### src/rtl/spi_host_tx_unpacker_if.sv
// spi_host_tx_unpacker_if: word-in / byte-out handshake bundle for the SPI host TX unpacker.
interface spi_host_tx_unpacker_if;
    logic [31:0] word_data_i;
    logic [3:0]  word_be_i;
    logic        word_valid_i;
    logic        word_ready_o;
    logic [7:0]  byte_data_o;
    logic        byte_valid_o;
    logic        byte_ready_i;
    logic        byte_last_o;
    logic        be_zero_o;
    logic [15:0] bytes_sent_o;
    modport master (
        output word_data_i, word_be_i, word_valid_i, byte_ready_i,
        input  word_ready_o, byte_data_o, byte_valid_o, byte_last_o, be_zero_o, bytes_sent_o
    );
    modport slave (
        input  word_data_i, word_be_i, word_valid_i, byte_ready_i,
        output word_ready_o, byte_data_o, byte_valid_o, byte_last_o, be_zero_o, bytes_sent_o
    );
endinterface

### src/rtl/spi_host_tx_unpacker.sv
// spi_host_tx_unpacker: splits byte-enabled 32-bit TX words into a byte stream, one byte per cycle.
module spi_host_tx_unpacker #(
    parameter logic SwapBytes = 1'b0
) (
    input  logic                     clk_i,
    input  logic                     rst_i,
    input  logic                     sw_rst_i,
    spi_host_tx_unpacker_if.slave    bus
);
    logic [31:0] data_q;
    logic [3:0]  mask_q;
    logic        be_zero_q;
    logic [15:0] cnt_q;
    logic [1:0]  lane;
    logic        last;
    logic        byte_fire;
    logic        word_fire;
    // Presented lane is the first remaining enabled lane in emission order.
    always_comb begin
        lane = SwapBytes ? (mask_q[3] ? 2'd3 : mask_q[2] ? 2'd2 : mask_q[1] ? 2'd1 : 2'd0)
                         : (mask_q[0] ? 2'd0 : mask_q[1] ? 2'd1 : mask_q[2] ? 2'd2 : 2'd3);
    end
    assign last             = (mask_q != 4'd0) && ((mask_q & (mask_q - 4'd1)) == 4'd0);
    assign bus.byte_valid_o = |mask_q;
    assign bus.byte_data_o  = bus.byte_valid_o ? data_q[{lane, 3'b000} +: 8] : 8'h00;
    assign bus.byte_last_o  = last;
    // Refill in the same cycle the final byte leaves, so words stream without bubbles.
    assign bus.word_ready_o = !sw_rst_i && (!bus.byte_valid_o || (last && bus.byte_ready_i));
    assign bus.be_zero_o    = be_zero_q;
    assign bus.bytes_sent_o = cnt_q;
    assign byte_fire        = bus.byte_valid_o && bus.byte_ready_i && !sw_rst_i;
    assign word_fire        = bus.word_valid_i && bus.word_ready_o;
    always_ff @(posedge clk_i or posedge rst_i) begin
        if (rst_i) begin
            data_q    <= 32'h0;
            mask_q    <= 4'h0;
            be_zero_q <= 1'b0;
            cnt_q     <= 16'h0;
        end else if (sw_rst_i) begin
            data_q    <= 32'h0;
            mask_q    <= 4'h0;
            be_zero_q <= 1'b0;
            cnt_q     <= 16'h0;
        end else begin
            if (word_fire) begin
                data_q <= bus.word_data_i;
                mask_q <= bus.word_be_i;
            end else if (byte_fire) begin
                mask_q <= mask_q & ~(4'b0001 << lane);
            end
            be_zero_q <= word_fire && (bus.word_be_i == 4'h0);
            cnt_q     <= cnt_q + {15'd0, byte_fire};
        end
    end
endmodule

### src/flat_wrapper.sv
// flat-port wrapper written by rule: the top's interface ports become plain ports
module spi_host_tx_unpacker_flat 
#(
    parameter logic SwapBytes = 1'b0
)
  (clk_i, rst_i, sw_rst_i, bus_word_data_i, bus_word_be_i, bus_word_valid_i, bus_byte_ready_i, bus_word_ready_o, bus_byte_data_o, bus_byte_valid_o, bus_byte_last_o, bus_be_zero_o, bus_bytes_sent_o);
  spi_host_tx_unpacker_if bus_i ();
  input  logic clk_i;
  input  logic rst_i;
  input  logic sw_rst_i;
  input wire logic [$bits(bus_i.word_data_i)-1:0] bus_word_data_i;
  input wire logic [$bits(bus_i.word_be_i)-1:0] bus_word_be_i;
  input wire logic [$bits(bus_i.word_valid_i)-1:0] bus_word_valid_i;
  input wire logic [$bits(bus_i.byte_ready_i)-1:0] bus_byte_ready_i;
  output wire logic [$bits(bus_i.word_ready_o)-1:0] bus_word_ready_o;
  output wire logic [$bits(bus_i.byte_data_o)-1:0] bus_byte_data_o;
  output wire logic [$bits(bus_i.byte_valid_o)-1:0] bus_byte_valid_o;
  output wire logic [$bits(bus_i.byte_last_o)-1:0] bus_byte_last_o;
  output wire logic [$bits(bus_i.be_zero_o)-1:0] bus_be_zero_o;
  output wire logic [$bits(bus_i.bytes_sent_o)-1:0] bus_bytes_sent_o;
  assign bus_i.word_data_i = bus_word_data_i;
  assign bus_i.word_be_i = bus_word_be_i;
  assign bus_i.word_valid_i = bus_word_valid_i;
  assign bus_i.byte_ready_i = bus_byte_ready_i;
  assign bus_word_ready_o = bus_i.word_ready_o;
  assign bus_byte_data_o = bus_i.byte_data_o;
  assign bus_byte_valid_o = bus_i.byte_valid_o;
  assign bus_byte_last_o = bus_i.byte_last_o;
  assign bus_be_zero_o = bus_i.be_zero_o;
  assign bus_bytes_sent_o = bus_i.bytes_sent_o;
  spi_host_tx_unpacker #(.SwapBytes(SwapBytes)) u_core (.clk_i(clk_i), .rst_i(rst_i), .sw_rst_i(sw_rst_i), .bus(bus_i));
endmodule
### config.mk
export PLATFORM = sky130hd
export DESIGN_NAME = spi_host_tx_unpacker_flat
export DESIGN_NICKNAME = d
export VERILOG_FILES = /design/src/rtl/spi_host_tx_unpacker_if.sv /design/src/rtl/spi_host_tx_unpacker.sv /design/src/flat_wrapper.sv
export SDC_FILE = /design/constraint.sdc
export NUM_CORES = 1
export LEC_CHECK = 0
export BUFFER_PORTS_ARGS = -buffer_cell sky130_fd_sc_hd__buf_2
export CORE_MARGIN = 2
export CORE_UTILIZATION = 50
export CTS_CLUSTER_SIZE = 40
export DETAILED_ROUTE_END_ITERATION = 8
export HOLD_SLACK_MARGIN = 0.05
export PLACE_DENSITY = 0.87
export SETUP_SLACK_MARGIN = 0.4
export SYNTH_ARGS = -nofsm -noshare
export SYNTH_HDL_FRONTEND = slang
export SYNTH_SLANG_ARGS = --single-unit
### constraint.sdc
create_clock -name clk_i -period 6.6 [get_ports clk_i]
set_input_delay 1.98 -clock clk_i [delete_from_list [all_inputs] [get_ports clk_i]]
set_output_delay 1.98 -clock clk_i [all_outputs]
set_load 0.01 [all_outputs]
Yosys cells after proc, flatten, opt, wreduce, memory -nomap -nowiden
Cells that the tools add are included.
Word-level totals
  word-level logic and storage cells: 38
  register bits after elaboration: 53
Cells by class
  add/sub/neg operators: 2
  multiplexer cells: 11
  shifts and indexed selects: 2
  reduce and logical (&&, ||, !) cells: 16
  bitwise operators: 3
Operators with widths (count)
  32-bit two-way mux: 2
  32-bit by 6-bit variable part select with 8-bit output: 1
  16-bit by 1-bit adder with 16-bit output: 1
  16-bit two-way mux: 1
  4-bit two-way mux: 3
  4-bit AND: 2
  4-bit logical NOT: 2
  8-bit two-way mux: 1
  1-bit logical AND: 7
  2-bit two-way mux: 2
  4-bit inverter: 1
  4-bit nonzero test: 1
  4-bit OR reduction: 1
  1-bit by 2-bit left shift with 4-bit output (first input constant): 1
  4-bit by 1-bit subtractor with 4-bit output (second input constant): 1
  3-bit nonzero test: 1
  1-bit logical NOT: 2
  1-bit two-way mux: 2
  2-bit nonzero test: 1
  1-bit logical OR: 1

Depth between registers and ports, before layout
Gate-level depths: netlist of the first run.
  depth in word-level cells: 10
  depth in mapped cells: 10
  mapped depth without buffers: 9

Worst setup path before layout of the first run
No wires, ideal clock.
  kind: input to output
  start: in sw_rst_i
  end: out bus_word_ready_o
  buffers on the path: 3
  data arrival time: 2.947 ns
  stages: 4
  path slack: 1.673 ns
  cells stage by stage: clkbuf_1 -> buf_1 -> clkbuf_1 -> nor2_1
Between the ends
  word-level cells in the longest chain between the ends: 2
RTL lines
  start: declaration: line flat_wrapper.sv:10  | input logic sw_rst_i;
  1-bit logical NOT: line spi_host_tx_unpacker.sv:28  | assign bus.word_ready_o = !sw_rst_i && (!bus.byte_valid_o || (last && bus.byte_ready_i));
  1-bit logical AND: line spi_host_tx_unpacker.sv:28
  end: declaration: line flat_wrapper.sv:15  | output wire logic [$bits(bus_i.word_ready_o)-1:0] bus_word_ready_o;
Every way passes these cells.

Worst setup path in the final report of the first run
  start: in bus_byte_ready_i
  end: out bus_word_ready_o
Between the ends
  word-level cells in the longest chain between the ends: 3
RTL lines
  start: declaration: line flat_wrapper.sv:14  | input wire logic [$bits(bus_i.byte_ready_i)-1:0] bus_byte_ready_i;
  1-bit logical AND: line spi_host_tx_unpacker.sv:28
  1-bit logical OR: line spi_host_tx_unpacker.sv:28
  1-bit logical AND: line spi_host_tx_unpacker.sv:28
Every way passes these cells.

==> results of run 1 <==
[cell usage after synthesis, drive strengths merged]
master,number,share of area
dfrtp,53,0.47
nor2b,34,0.075
mux2,32,0.16
nor2,21,0.028
nand2,18,0.024
inv,12,0.016
o21ai,12,0.021
clkbuf,9,0.012
a21oi,8,0.014
nand3,7,0.012
a221oi,6,0.018
nand4,6,0.013
o31ai,6,0.016
xnor2,6,0.018
buf,5,0.015
nor3,5,0.0088
xor2,4,0.012
nor4,3,0.0066
or3,3,0.0066
a31oi,2,0.0097
and3,2,0.0044
ha,2,0.0088
nand3b,2,0.0053
o32ai,2,0.0062
a2111oi,1,0.0097
clkinv,1,0.0013
maj3,1,0.0040
o311ai,1,0.0031
or3b,1,0.0040
[power by group]
| part | switching (mW) | total, mW | internal [mW] |
|---|---|---|---|
| clock network | 0.104 | 0.178 | 0.0738 |
| registers | 0.0281 | 0.383 | 0.355 |
| logic | 0.0773 | 0.166 | 0.0889 |
| total | 0.210 | 0.727 | 0.517 |
[how the worst max path moves through the flow]
stage / slack, ps / depth (start not counted) / from / to
after global routing: 1550 / 6 / bus_byte_ready_i / bus_word_ready_o
after detailed placement: 1640 / 6 / bus_byte_ready_i / bus_word_ready_o
after floorplan: 1670 / 4 / sw_rst_i / bus_word_ready_o
after CTS: 1640 / 6 / bus_byte_ready_i / bus_word_ready_o
final: 1650 / 6 / bus_byte_ready_i / bus_word_ready_o
after global placement: 1680 / 6 / bus_byte_ready_i / bus_word_ready_o
[layer usage]
layer | up-vias | global-route usage | part of all wire
met2 | 70 | 0.374 | 0.53
li1 | 1039 | - | -
met5 | - | 0 | 0
met3 | 6 | 0.0373 | 0.047
met1 | 1040 | 0.257 | 0.42
met4 | 0 | 0.0534 | 0.010
[through the flow]
| stage | utilization | power, mW | instance area, µm² |
|---|---|---|---|
| 5_1_grt | 0.598 | 0.766 | 3290 |
| 3_5_place_dp | 0.583 | 0.556 | 3210 |
| 3_3_place_gp | 0.583 | 0.549 | 3210 |
| 2_1_floorplan | - | 0.507 | 2840 |
| 6_report | 0.598 | 0.727 | 3290 |
| 4_1_cts | 0.598 | 0.733 | 3290 |
[final cells by class]
cell class,instances,area [µm²],share of cell area
clock buffers,6,72.6,0.0220
clock inverters,2,10.0,0.00304
inverters,13,48.8,0.0148
multi-input cells,185,1390,0.422
flip-flops and latches,53,1330,0.403
well taps,72,90.1,0.0274
repair buffers,70,355,0.108
[worst reg2reg max path: cells and delay by family, from the launching register on]
kind	cells	cell delay, ps
AO/OA/AOI/OAI	1	140
buffers and inverters	1	530
AND/OR/NAND/NOR	4	1050
flip-flops	1	770
adder cells (fa/ha/maj)	2	440
[sequential cells by signal, summed over array words and instances, names as in the netlist]
register,cells
u_core.bus.be_zero_o,1
u_core.bus.bytes_sent_o,16
u_core.data_q,32
u_core.mask_q,4
[layout by cell type, fill, tap and decap left out, types with 2 or more instances in the layout]
cell      synthesis  routed
a21oi_1           8       8
a221oi_1          6       6
and3_1            2       2
buf_2             1      68
buf_4             0       2
clkbuf_8          0       5
clkinv_2          0       2
dfrtp_1          53      53
ha_1              2       2
inv_1            11      10
inv_2             1       2
mux2_2            7       7
mux2_4           25      25
nand2_1          18      18
nand3_1           7       7
nand3b_1          2       2
nand4_1           6       6
nor2_1           21      21
nor2b_1          34      34
nor3_1            5       5
nor4_1            3       3
o21ai_0          12      12
o31ai_1           6       6
o32ai_1           2       2
or3_1             3       3
xnor2_1           6       6
xor2_1            4       4
[cells by family after synthesis]
family | synth area share
adder cells (fa/ha/maj) | 0.0128
buffers and inverters | 0.0440
XOR/XNOR | 0.0308
multiplexers | 0.160
AO/OA/AOI/OAI | 0.0982
AND/OR/NAND/NOR | 0.188
flip-flops | 0.467
==> summary.md, run 1 <==
| Metric | Value |
|---|---|
| Reg clk slew, reported paths | 90 ps |
| First-pass GRT wire length | 10.1 mm |
| Maximum clock path buffer count | 2 |
| Max-slew violation count | 0 |
| Hold depth | 2 |
| Clk Latency, worst-skew pair | 310 ps |
| WS Path Type | in -> out |
| TritonCTS Buffers | 5 |
| Crit path max fanout | 5 |
| Worst setup slack after layout | 1650 ps |
| Fin Hold WS | 578 ps |
| Std-Cell Rows | 27 |
| Max IR drop VDD | 0.166 mV |
| Final setup vio count | 0 |
| Synth warn | 0 |
| CP endpoint kind | output port |
| CP Cell Sequence | buf_2 > or3b_4 > a21oi_1 > a31oi_1 > nor2_1 > buf_2 |
| Required @ worst endpoint | 4620 ps |
| Layout cells sized above 1 | 0.350 |
| Placed cells | 393 |
| ANT cells | 0 |
| Clock Tree Root | clkbuf_8 |
| Min-delay src | u_core.bus.bytes_sent_o[6] |
| Slew at the pin closest to its max-slew limit | 1080 ps |
| Register-to-Register Path Depth | 8 |
| GRT Overall Usage | 0.208 |
| CTS tree | yes |
| Sequential share of the synthesized area | 0.467 |
| RSZ-0062 raised after global routing | false |
| WP buf/inv | 2 |
| Clock skew | 4.70 ps |
| Post-CTS setup buffer count | 0 |
| Post-CTS Resized | 0 |
| FILL cells | 492 |
| Antenna-violating nets left | 0 |
| Vias post-DR | 2,155 |
| RR Startpoint | u_core.mask_q[1] |
| Final Cycle Share | 0.751 |
| CP arrival | 2970 ps |
| CP Launch Type | primary input |
| Routed vias/inst | 5.37 |
| Final wirelength | 6.08 mm |
| Critical path's most frequent cell | buf_2 |
| Avg Inst Size Synth | 10.7 µm² |
| Avg WL per Cell | 15.2 µm |
| Port Buffers | 68 |
| Synth Instances | 265 |
| Max cap viols | 0 |
| Outcome | finished, final reports clean |
| DIE WIDTH | 79.4 µm |
| Synthesized area | 2840 µm² |
| Syn_nets | 308 |
| Pin count of the biggest net entering global routing | 55 |
| Crit-path leading delay family | simple AND/OR/NAND/NOR gates |
| Post-Place Worst Slack | 1640 ps |
| Residual DRC | 0 |
| Vias in the first global route | 2,144 |
| Reg2reg end | u_core.bus.bytes_sent_o[14] |
| GP Congestion | 0.779 |
| Non-Filler Instances | 401 |
| Crit-path slowest cell | or3b_4 |
| Gr ovfl total | 0 |
| I/O Pins | 69 |
| Post-synth cell types | 34 |
| Hpwl dp | 4.32 mm |
| Minimum clock period | 4950 ps |
| Reg-to-reg slack, setup | 3570 ps |
| Clock sink count | 53 |
| H-tree levels | 2 |
| Final hold violations | 0 |
| DRT Pass-1 Iters | 4 |
| Initial Util | 0.516 |
| Placeable Area | 5510 µm² |
| Die area | 6300 µm² |
| Number of DRC markers in iteration 0 | 110 |
| Static Leakage | 1.64 nW |
| Hold EP | u_core.bus.bytes_sent_o[6] |
| Pwr dens | 221 nW/µm² |
| NumNets Final | 371 |
| Max stage delay on crit path | 400 ps |
| Max Fclk | 0.202 GHz |
| Slew HR | 0.279 |
| CTS Hold Bufs | 0 |
| Min-delay worst type | reg -> reg |
| Area growth, synth to finish | 15.9% |
| Setup TNS | 0 ps |
| Die height | 79.4 µm |
| Yosys reg bits | 53 |
| Initial antenna violation count | 0 |
No activity file was read; power rests on OpenSTA's default activity.
==> run 2: changes to the inputs <==
- clock period: 6.6 -> 4.84 ns (I/O delays scaled with it)
==> run 2 against run 1 <==
Final cell count did not move. Combinational power rose by 37%. Clock power rose by 52%. Sequential cell count did not move. Highest routed layer unchanged. Clock-buffer cell count rose by 1. Core utilization rose by 0.34 points. Final area rose by 0.57%.
==> summary.md, run 2 (synthesized netlist as in run 1, its figures left out) <==
| Metric | Value |
|---|---|
| Register-to-Register Path Depth | 8 (unchanged) |
| Crit-path leading delay family | simple AND/OR/NAND/NOR gates (unchanged) |
| Layout cells sized above 1 | 0.353 (was 0.350) |
| CP endpoint kind | output port (unchanged) |
| Static Leakage | 1.64 nW (about the same) |
| Crit path max fanout | 5 (unchanged) |
| CP arrival | 2450 ps (was 2970 ps) |
| Gr ovfl total | 0 (unchanged) |
| Final hold violations | 0 (unchanged) |
| Max IR drop VDD | 0.217 mV (was 0.166 mV) |
| Largest reg by FF count | u_core.data_q (unchanged) |
| CTS Hold Bufs | 0 (unchanged) |
| Post-CTS setup buffer count | 0 (unchanged) |
| Crit-path slowest cell | or3b_4 (unchanged) |
| DIE WIDTH | 79.4 µm (unchanged) |
| Max-slew violation count | 0 (unchanged) |
| Residual DRC | 0 (unchanged) |
| Final setup vio count | 0 (unchanged) |
| Reg clk slew, reported paths | 90 ps (about the same) |
| H-tree levels | 2 (unchanged) |
| Max Fclk | 0.256 GHz |
| First-pass GRT wire length | 10.1 mm (about the same) |
| WP buf/inv | 2 (unchanged) |
| Outcome | finished, final reports clean (unchanged) |
| DRT Pass-1 Iters | 4 (unchanged) |
| Total chip power | 1.02 mW (was 0.727 mW) |
| Hold depth | 2 (unchanged) |
| Pin count of the biggest net entering global routing | 54 (was 55) |
| WS Path Type | in -> out (unchanged) |
| Vias in the first global route | 2,145 (was 2,144) |
| Setup TNS | 0 ps (unchanged) |
| Clk Latency, worst-skew pair | 300 ps (was 310 ps) |
| Post-CTS Resized | 0 (unchanged) |
| Number of DRC markers in iteration 0 | 104 (was 110) |
| Final wirelength | 5.99 mm (was 6.08 mm) |
| Slew at the pin closest to its max-slew limit | 1090 ps (was 1080 ps) |
| Slew HR | 0.272 (was 0.279) |
| CTS tree | yes (unchanged) |
| Clock skew | 9.76 ps (was 4.70 ps) |
| Most common cell after layout, fill and taps aside | buf_2 (unchanged) |
| Die height | 79.4 µm (unchanged) |
| Die area | 6300 µm² (unchanged) |
| Clock Tree Root | clkbuf_8 (unchanged) |
| Routed vias/inst | 5.40 (was 5.37) |
| Max reg flops | 32 (unchanged) |
| Area growth, synth to finish | 16.6% (was 15.9%) |
| CP Cell Sequence | buf_2 > or3b_4 > a21oi_1 > a31oi_1 > nor2_1 > buf_2 (unchanged) |
| RR Startpoint | u_core.mask_q[1] (unchanged) |
| Avg WL per Cell | 14.9 µm (was 15.2 µm) |
| ANT cells | 0 (unchanged) |
| FILL cells | 457 (was 492) |
| Final Cycle Share | 0.807 |
| Antenna-violating nets left | 0 (unchanged) |
| Min-delay worst type | reg -> reg (unchanged) |
| RSZ-0062 raised after global routing | false (unchanged) |
| Initial Util | 0.516 (unchanged) |
| Critical path's most frequent cell | buf_2 (unchanged) |
| Max cap viols | 0 (unchanged) |
| Max stage delay on crit path | 410 ps (was 400 ps) |
| Port Buffers | 68 (unchanged) |
| TritonCTS Buffers | 5 (unchanged) |
| Initial antenna violation count | 0 (unchanged) |
| I/O Pins | 69 (unchanged) |
| Vias post-DR | 2,164 (was 2,155) |
| Most frequent cells in the layout | 68 x buf_2, 53 x dfrtp_1, 34 x nor2b_1 (unchanged) |
| Required @ worst endpoint | 3390 ps (was 4620 ps) |
| Std-Cell Rows | 27 (unchanged) |
| GRT Overall Usage | 0.205 (was 0.208) |
| Hpwl dp | 4.23 mm (was 4.32 mm) |
| CP Launch Type | primary input (unchanged) |
| Min-delay src | u_core.bus.bytes_sent_o[15] (was u_core.bus.bytes_sent_o[6]) |
| Clock sink count | 53 (unchanged) |
| GP Congestion | 0.816 (was 0.779) |
| Placeable Area | 5510 µm² (unchanged) |
| Minimum clock period | 3900 ps |
| Maximum clock path buffer count | 2 (unchanged) |
| NumNets Final | 371 (unchanged) |
| Crit path launch | bus_byte_ready_i (unchanged) |
| Levels on crit path | 6 (unchanged) |
| Pwr dens | 308 nW/µm² (was 221 nW/µm²) |
run 2: layout make-up:
type / instances / area [µm²] / share of cell area
Inverter: 13 / 48.8 / 0.0147
Multi-Input combinational cell: 185 / 1390 / 0.420
Tap cell: 72 / 90.1 / 0.0272
Clock buffer: 7 / 96.3 / 0.0291
Sequential cell: 53 / 1330 / 0.400
Timing Repair Buffer: 70 / 355 / 0.107
Clock inverter: 1 / 5.00 / 0.00151
run 2: per-stage QoR:
step / cells / hold WS (ps) / instance area [µm²] / utilization / worst slack (ps)
finish: 401 / 576 / 3310 / 0.601 / 937
CTS: 401 / 579 / 3310 / 0.601 / 941
detailed placement: 393 / 564 / 3210 / 0.583 / 942
global placement: 393 / 534 / 3210 / 0.583 / 964
floorplan: 265 / 579 / 2840 / - / 969
global route: 401 / 609 / 3310 / 0.601 / 831
run 2: per-layer routing:
metal,share of wire,track usage
met4,0.013,0.0552
met1,0.41,0.263
met3,0.055,0.0373
met2,0.52,0.358
met5,0,0
run 2: final timing paths:
path                                          endpoint  slack, ps
max                                   bus_word_ready_o        940
min                        u_core.bus.bytes_sent_o[15]        580
max reg2reg                u_core.bus.bytes_sent_o[14]       1940
min reg2reg                u_core.bus.bytes_sent_o[15]        580
max in group asynchronous             u_core.data_q[8]       2750
min in group asynchronous            u_core.data_q[25]       1420
run 2: power breakdown:
part,switching (mW),internal (mW)
Sequential,0.0364,0.483
Clock,0.142,0.130
Combinational,0.106,0.121
run 2: tightest hold or removal path, stage by stage (launching register included):
cell and delay, ps:
dfrtp_1 410, nand2_1 70, o21ai_0 70
==> run 3: changes to the inputs <==
- CORE_UTILIZATION: 50 -> 48
- PLACE_DENSITY: 0.87 -> 0.88
- clock period: 4.84 -> 3.3 ns (I/O delays scaled with it)
==> run 3 against run 2 <==
Final area up 1.3%. Sequential cell count stayed put. Critical endpoint unchanged. Clock power increased by 33%. Worst hold slack better by 1.3 ps. Via count up 0.60%. Sequential power grew 46%. Combinational power rose by 57%. First-iteration DRC count increased by 43%. Highest routed layer unchanged. Clock-buffer cell count fell by 1. Clock skew decreased by 3.7 ps. Setup slack worse by 510 ps. Critical path type unchanged.
==> summary.md, run 3 (synthesized netlist as in run 1, its figures left out) <==
| Metric | Value |
|---|---|
| Crit-path leading delay family | simple AND/OR/NAND/NOR gates (unchanged) |
| Gr ovfl total | 0 (unchanged) |
| Hold depth | 2 (unchanged) |
| WS Path Type | in -> out (unchanged) |
| Final setup vio count | 0 (unchanged) |
| Max-slew violation count | 0 (unchanged) |
| Max IR drop VDD | 0.313 mV (was 0.217 mV) |
| Initial antenna violation count | 0 (unchanged) |
| Min-delay src | u_core.bus.bytes_sent_o[15] (unchanged) |
| Register-to-Register Path Depth | 8 (unchanged) |
| Min-delay worst type | reg -> reg (unchanged) |
| Hpwl dp | 4.48 mm (was 4.23 mm) |
| First-pass GRT wire length | 10.4 mm (was 10.1 mm) |
| DIE WIDTH | 80.9 µm (was 79.4 µm) |
| Clock Tree Root | clkbuf_8 (unchanged) |
| Hold EP | u_core.bus.bytes_sent_o[15] (unchanged) |
| Slew HR | 0.516 (was 0.272) |
| CP Cell Sequence | buf_8 > or3b_4 > a21oi_2 > a31oi_2 > nor2_1 > buf_2 (was buf_2 > or3b_4 > a21oi_1 > a31oi_1 > nor2_1 > buf_2) |
| CTS tree | yes (unchanged) |
| Minimum clock period | 2870 ps |
| Final wirelength | 6.29 mm (was 5.99 mm) |
| Placeable Area | 5820 µm² (was 5510 µm²) |
| Max reg flops | 32 (unchanged) |
| Max Fclk | 0.348 GHz |
| Area growth, synth to finish | 18.1% (was 16.6%) |
| Vias post-DR | 2,177 (was 2,164) |
| GRT Overall Usage | 0.207 (was 0.205) |
| Most frequent cells in the layout | 67 x buf_2, 52 x dfrtp_1, 34 x nor2b_1 (was 68 x buf_2, 53 x dfrtp_1, 34 x nor2b_1) |
| TritonCTS Buffers | 5 (unchanged) |
| Finished Cell Area | 3360 µm² (was 3310 µm²) |
| Vias in the first global route | 2,190 (was 2,145) |
| Largest reg by FF count | u_core.data_q (unchanged) |
| Max stage delay on crit path | 370 ps (was 410 ps) |
| Final hold violations | 0 (unchanged) |
| Pin count of the biggest net entering global routing | 47 (was 54) |
| RSZ-0062 raised after global routing | true (was false) |
| Residual DRC | 0 (unchanged) |
| Crit-path slowest cell | or3b_4 (unchanged) |
| Die height | 80.9 µm (was 79.4 µm) |
| RR Startpoint | u_core.mask_q[0] (was u_core.mask_q[1]) |
| NumNets Final | 374 (was 371) |
| CP endpoint kind | output port (unchanged) |
| Std-Cell Rows | 28 (was 27) |
| Final Cycle Share | 0.870 |
| I/O Pins | 69 (unchanged) |
| Clock skew | 6.07 ps (was 9.76 ps) |
| Reg clk slew, reported paths | 90 ps (about the same) |
| Port Buffers | 68 (unchanged) |
| Routed vias/inst | 5.35 (was 5.40) |
| WP buf/inv | 2 (unchanged) |
| Max cap viols | 0 (unchanged) |
| DRT Pass-1 Iters | 4 (unchanged) |
| Clk Latency, worst-skew pair | 310 ps (was 300 ps) |
| Pwr dens | 440 nW/µm² (was 308 nW/µm²) |
| Layout cells sized above 1 | 0.367 (was 0.353) |
| CP arrival | 1880 ps (was 2450 ps) |
| Die area | 6550 µm² (was 6300 µm²) |
| Initial Util | 0.489 (was 0.516) |
| Slew at the pin closest to its max-slew limit | 725 ps (was 1090 ps) |
| Reg-to-reg slack, setup | 680 ps (was 1940 ps) |
| GP Congestion | 0.846 (was 0.816) |
| Area post-placement | 3240 µm² (was 3210 µm²) |
| Number of DRC markers in iteration 0 | 149 (was 104) |
| Static Leakage | 1.66 nW (was 1.64 nW) |
| Required @ worst endpoint | 2310 ps (was 3390 ps) |
| Clock sink count | 53 (unchanged) |
| CP Launch Type | primary input (unchanged) |
| Setup TNS | 0 ps (unchanged) |
| Most common cell after layout, fill and taps aside | buf_2 (unchanged) |
| Antenna-violating nets left | 0 (unchanged) |
| H-tree levels | 2 (unchanged) |
| Total chip power | 1.48 mW (was 1.02 mW) |
| Crit path max fanout | 5 (unchanged) |
| Avg WL per Cell | 15.5 µm (was 14.9 µm) |
| ANT cells | 0 (unchanged) |
| Outcome | finished, final reports clean (unchanged) |
| Maximum clock path buffer count | 2 (unchanged) |
| FILL cells | 530 (was 457) |
| Reg2reg end | u_core.bus.bytes_sent_o[14] (unchanged) |
==> run 3: through the flow <==
stage          hold slack, ps   util  cells  worst slack (ps)
3_5_place_dp              565  0.557    398               338
2_1_floorplan             579      -    265               444
5_1_grt                   615  0.577    407               385
3_3_place_gp              543  0.557    398               392
4_1_cts                   587  0.574    407               393
6_report                  578  0.577    407               429
==> run 3: cell type report <==
type                            count  area (µm²)  area share
Inverter                           13        48.8      0.0145
Timing Repair Buffer               73         400       0.119
Tap cell                           75        93.8      0.0280
Clock inverter                      2        10.0     0.00298
Multi-Input combinational cell    185        1400       0.418
Clock buffer                        6        72.6      0.0216
Sequential cell                    53        1330       0.396
==> run 3: report_power, final <==
| group | internal, mW | switching (mW) |
|---|---|---|
| logic | 0.189 | 0.169 |
| registers | 0.710 | 0.0486 |
| clock network | 0.148 | 0.213 |
| total | 1.05 | 0.430 |
==> run 3: repair_timing <==
item	4_1_cts	5_1_grt
setup endpoints to repair	4	7
hold buffers	0	0
pin swaps	1	1
endpoints found under the hold margin	0	0
setup buffers	1	0
resized for setup	3	4
cloned	0	0
==> run 3: how the worst max path moves through the flow <==
stage / startpoint / end / slack [ps] / cells after the start
finish: bus_byte_ready_i / bus_word_ready_o / 430 / 6
floorplan: sw_rst_i / bus_word_ready_o / 440 / 4
global placement: bus_byte_ready_i / bus_word_ready_o / 390 / 6
CTS: u_core.mask_q[2] / bus_word_ready_o / 390 / 5
detailed placement: bus_byte_ready_i / bus_word_ready_o / 340 / 6
global route: bus_byte_ready_i / bus_word_ready_o / 390 / 6
==> run 3: per-layer routing <==
metal / GRT usage / wire, µm
met3: 0.0378 / 374
met1: 0.275 / 2710
met5: 0 / 0
met2: 0.347 / 3130
met4: 0.0610 / 72
==> run 3: worst register-to-register path, stage by stage, from the launching register on <==
cell and delay (ps):
dfrtp_1 820, inv_1 220, nand4_1 160, and3_1 180, ha_1 180, ha_1 240, nand3_1 170, nor4_1 360
o21ai_0 150
